**config.mk**
```make
export PLATFORM = sky130hd
export DESIGN_NAME = if_id_latch
export DESIGN_NICKNAME = d
export VERILOG_FILES = /design/src/rtl/if_id_latch.sv
export SDC_FILE = /design/constraint.sdc
export NUM_CORES = 1
export LEC_CHECK = 0
export ABC_AREA = 1
export CORE_AREA = 2 2 103 55
export DETAILED_ROUTE_END_ITERATION = 8
export DIE_AREA = 0 0 105 57
export PLACE_DENSITY = 0.79
export SYNTH_ARGS = -nofsm -noshare
export SYNTH_HDL_FRONTEND = slang
export SYNTH_SLANG_ARGS = --single-unit
```
**constraint.sdc**
```tcl
create_clock -name clk -period 1.3 [get_ports clk]
set_input_delay 0.195 -clock clk [delete_from_list [all_inputs] [get_ports clk]]
set_output_delay 0.195 -clock clk [all_outputs]
set_load 0.01 [all_outputs]
```
**src/rtl/if_id_latch.sv**
```systemverilog
`default_nettype none
// ============================================================================
// Module   : if_id_latch
// Purpose  : Fetch-to-decode pipeline register. Captures instruction, PC and
//            PC+2 each cycle, holds on stall, inserts a NOP bubble on flush
//            or fetch exception, and stops PC advance once a HALT is latched.
// Ports    : clk, rst_n (async, active-low)
//            instrIn/pcCurrentIn/pcPlusTwoIn  - fetch outputs
//            exception, stall, flush          - pipeline control
//            instrOut/pcCurrentOut/pcPlusTwoOut/validOut - to decode
//            pcWriteEN (combinational), halted
//            stallCount/bubbleCount           - only with IFID_PERF_CNT_EN
// Options  : define IFID_PERF_CNT_EN to add saturating stall/bubble counters.
// Revision : 1.0 - initial release
// ============================================================================
module if_id_latch #(
   parameter logic [15:0] NOP_INSTR = 16'h0800,
   parameter logic [4:0]  HALT_OPC  = 5'b00000
) (
   input  logic        clk,
   input  logic        rst_n,
   input  logic [15:0] instrIn,
   input  logic [15:0] pcCurrentIn,
   input  logic [15:0] pcPlusTwoIn,
   input  logic        exception,
   input  logic        stall,
   input  logic        flush,
   output logic [15:0] instrOut,
   output logic [15:0] pcCurrentOut,
   output logic [15:0] pcPlusTwoOut,
   output logic        validOut,
   output logic        pcWriteEN,
`ifdef IFID_PERF_CNT_EN
   output logic [15:0] stallCount,
   output logic [15:0] bubbleCount,
`endif
   output logic        halted
);

   typedef enum logic [0:0] {
      ST_RUN    = 1'b0,
      ST_HALTED = 1'b1
   } state_t;

   state_t      r_state;
   state_t      w_state_next;
   logic [15:0] r_instr;
   logic [15:0] r_pc_cur;
   logic [15:0] r_pc_p2;
   logic        r_valid;
   logic        w_halt_in;
   logic        w_run;

   // An excepting fetch word is garbage, so it must never be taken as HALT.
   assign w_halt_in = (instrIn[15:11] == HALT_OPC) & ~exception;
   assign w_run     = (r_state == ST_RUN);

   // Combinational so fetch freezes the PC in the very cycle HALT appears.
   // Flush overrides everything so the redirect target gets written.
   assign pcWriteEN = flush | (w_run & ~stall & ~w_halt_in);

   // ---------------- state machine ----------------
   always_ff @(posedge clk or negedge rst_n) begin
      if (!rst_n) r_state <= ST_RUN;
      else        r_state <= w_state_next;
   end

   always_comb begin
      w_state_next = r_state;
      if (flush)
         w_state_next = ST_RUN;       // a same-cycle HALT is squashed too
      else if (w_run && !stall && w_halt_in)
         w_state_next = ST_HALTED;
   end

   // ---------------- datapath register ----------------
   always_ff @(posedge clk or negedge rst_n) begin
      if (!rst_n) begin
         r_instr  <= NOP_INSTR;
         r_pc_cur <= 16'h0000;
         r_pc_p2  <= 16'h0000;
         r_valid  <= 1'b0;
      end else if (flush) begin
         // PC outputs deliberately held on flush
         r_instr <= NOP_INSTR;
         r_valid <= 1'b0;
      end else if (stall || !w_run) begin
         // hold everything
      end else if (exception) begin
         // bubble still carries the faulting PC for the exception handler
         r_instr  <= NOP_INSTR;
         r_valid  <= 1'b0;
         r_pc_cur <= pcCurrentIn;
         r_pc_p2  <= pcPlusTwoIn;
      end else begin
         r_instr  <= instrIn;
         r_valid  <= 1'b1;
         r_pc_cur <= pcCurrentIn;
         r_pc_p2  <= pcPlusTwoIn;
      end
   end

   assign instrOut     = r_instr;
   assign pcCurrentOut = r_pc_cur;
   assign pcPlusTwoOut = r_pc_p2;
   assign validOut     = r_valid;
   assign halted       = (r_state == ST_HALTED);

`ifdef IFID_PERF_CNT_EN
   // ---------------- performance counters ----------------
   logic [15:0] r_stall_cnt;
   logic [15:0] r_bubble_cnt;
   logic        w_stall_inc;
   logic        w_bubble_inc;

   assign w_stall_inc  = stall & ~flush & w_run;
   assign w_bubble_inc = flush | (w_run & ~stall & exception);

   always_ff @(posedge clk or negedge rst_n) begin
      if (!rst_n) begin
         r_stall_cnt  <= 16'h0000;
         r_bubble_cnt <= 16'h0000;
      end else begin
         if (w_stall_inc && (r_stall_cnt != 16'hFFFF))
            r_stall_cnt <= r_stall_cnt + 16'h0001;
         if (w_bubble_inc && (r_bubble_cnt != 16'hFFFF))
            r_bubble_cnt <= r_bubble_cnt + 16'h0001;
      end
   end

   assign stallCount  = r_stall_cnt;
   assign bubbleCount = r_bubble_cnt;
`endif

endmodule
`default_nettype wire
```
==> metrics.txt <==
Critical Path AT 1.13 ns; Area Growth Syn to Fin 67.7%; clock buffer depth 2; drt wl/cell 12.6 um; nature of the critical path startpoint flop; largest net degree at the start of global routing 33; Slew HR 69.9%; number of library cell types mapped by synthesis 15; Rows 19; worst hold path class in -> async; outcome finished, violations left; YS warnings 0; Iter 0 DRT Violations 56; Detailed Place HPWL 3730 um; fin crit share 102%; Fmax 756 MHz; Clock power frac 29.3%; Critical Path RT 1.11 ns; Synth Cell Area 1940 um^2; die height 57 um; Clock Latency Late Sink 0.29 ns; Psw 0.918 mW; vias per cell 4.40; Initial Utilization 37.5%; Post-DP Area 3110 um^2; final worst slack -0.0222 ns; Vias 1812; unrepaired setup endpoints after global routing yes; final hold violations 0; global placement routability congestion 0.722; Syn Area/Cell 8.87 um^2; root buf cell clkbuf_8; Pint 2.68 mW; fraction of layout cells with a size suffix above 1 10.0%; CP max FO 2; Final Power 3.60 mW; worst vdd ir 0.656 mV; die width 105 um; sequential power share 49.6%; Worst setup EP type primary output; Core Box Area 5180 um^2; fillers 470; leakage 1.79 nW; clk slew on worst S/H paths 0.09 ns; R2R Setup Slk 0 ns; Gate Count Post-Synth 219; I/O pin cnt 104; first-pass GRT wire length 8320 um; R2R cell count 8; Nets 391; FF+latch area 1250 um^2; most frequent cells in the layout 145 x nand2_1, 51 x clkdlybuf4s50_1, 49 x dfrtp_1; Clock Sink Count 50; sw frac 25.5%; final instance area 3260 um^2; reg2reg start halted$_DFFE_PN0P_; fin. max-slew vios 0; gr ovfl total 0; footprint of the multi-input gates 638 um^2; First-pass DRT Iterations 4; reg-to-reg endpoint instrOut[14]$_DFFE_PN0P_; gr usage total 17.5%; Port Buf Inserts 103; Synthesized Nets 272; clock skew 0.00495 ns; minimum clock period 1.32 ns; Worst-Margin Slew 0.451 ns; number of synthesized register bits 50; final wirelength 5180 um; final hold slack 0.375 ns; number of antenna diodes 0; DRC Markers 0; TritonCTS clock tree yes; failing checks setup timing; sequential share of the synthesized area 64.5%; Final ANT Viol Nets 0; pwr dens 1110 nW/um^2; Max-Cap Viols 0; combinational power share 21.0%; commonest non-fill, non-tap cell in the layout nand2_1; Final Setup Violations 1; initial antenna violation count 0; H-tree depth 2; vias in the first global route 1795; kind of critical path reg -> out; total CTS buffers 5; DIE AREA 5990 um^2
==> sequential cells by signal, indices dropped and copies added, names as in the netlist <==
register	count
halted	1
pcCurrentOut	16
pcPlusTwoOut	16
instrOut	16
validOut	1
==> critical path, stage by stage, from the launching register on <==
cell,delay [ns]
dfrtp_1,0.40
buf_6,0.12
nor2_4,0.09
nand2_1,0.06
nand2_1,0.05
buf_2,0.12
==> per-stage QoR <==
| stage | setup WS, ns | TNS [ns] | std cells | utilization, % |
|---|---|---|---|---|
| after floorplan | 0.169 | 0 | 219 | - |
| after global placement | -0.356 | -12.62 | 399 | 60.0 |
| after detailed placement | -0.362 | -13.58 | 399 | 60.0 |
| after CTS | -0.0614 | -0.435 | 409 | 61.7 |
| after global routing | -0.0936 | -1.03 | 412 | 62.9 |
| final | -0.0222 | -0.0222 | 412 | 62.9 |
==> area by class of cell <==
cell class                      instances  share of cell area [%]
Clock buffer                            5                    2.11
Sequential cell                        50                    38.4
Timing Repair Buffer                  120                    35.3
Multi-Input combinational cell        158                    19.6
Clock inverter                          3                    1.23
Tap cell                               73                    2.80
Inverter                                3                   0.576
==> layer usage <==
layer | GRT usage [%] | vias up | wire length [um]
met5 | 0 | - | 0
met3 | 7.09 | 4 | 507
li1 | - | 894 | -
met2 | 28.8 | 77 | 2190
met1 | 22.8 | 837 | 2460
met4 | 2.29 | 0 | 21
==> how the worst max path moves through the flow <==
stage / end / slack (ns) / depth (start not counted) / startpoint
after floorplan: instrOut[10]$_DFFE_PN0P_ / 0.17 / 6 / halted$_DFFE_PN0P_
after global placement: pcWriteEN / -0.36 / 6 / instrIn[14]
after detailed placement: pcWriteEN / -0.36 / 6 / instrIn[15]
after CTS: instrOut[14]$_DFFE_PN0P_ / -0.06 / 7 / halted$_DFFE_PN0P_
after global routing: pcWriteEN / -0.09 / 6 / instrIn[14]
final: pcWriteEN / -0.02 / 5 / halted$_DFFE_PN0P_
==> synthesized netlist by cell type (all sizes together) <==
cell    instances  area share (%)
o21ai           2            0.52
nand2         146              29
nand3           1            0.26
dfrtp          49              63
dfstp           1             1.4
nor3            1            0.26
nor2            7             2.3
buf             8             2.7
inv             3            0.58
o21bai          1            0.39
==> power by group through the flow <==
stage                     registers [mW]  logic, mW  clock network (mW)
after floorplan                     1.90      0.187                   0
after global placement              1.82      0.831                   0
after detailed placement            1.82      0.842                   0
after CTS                           1.79      0.744                1.09
after global routing                1.81      0.831                1.16
final                               1.79      0.757                1.06
==> what timing repair did <==
| item | CTS | global route |
|---|---|---|
| hold endpoints to repair | 15 | 0 |
| setup buffers | 1 | 2 |
| gates cloned | 0 | 1 |
| pin swaps | 6 | 2 |
| gates resized for setup | 62 | 5 |
| hold buffers | 1 | 0 |
| setup endpoints to repair | 83 | 33 |
==> logic make-up after synthesis <==
family          share of synthesized area [%]
flops                                    64.5
compound gates                          0.902
simple gates                             31.4
buf+inv                                  3.28
Note: power is estimated with default switching activity, not from simulation.
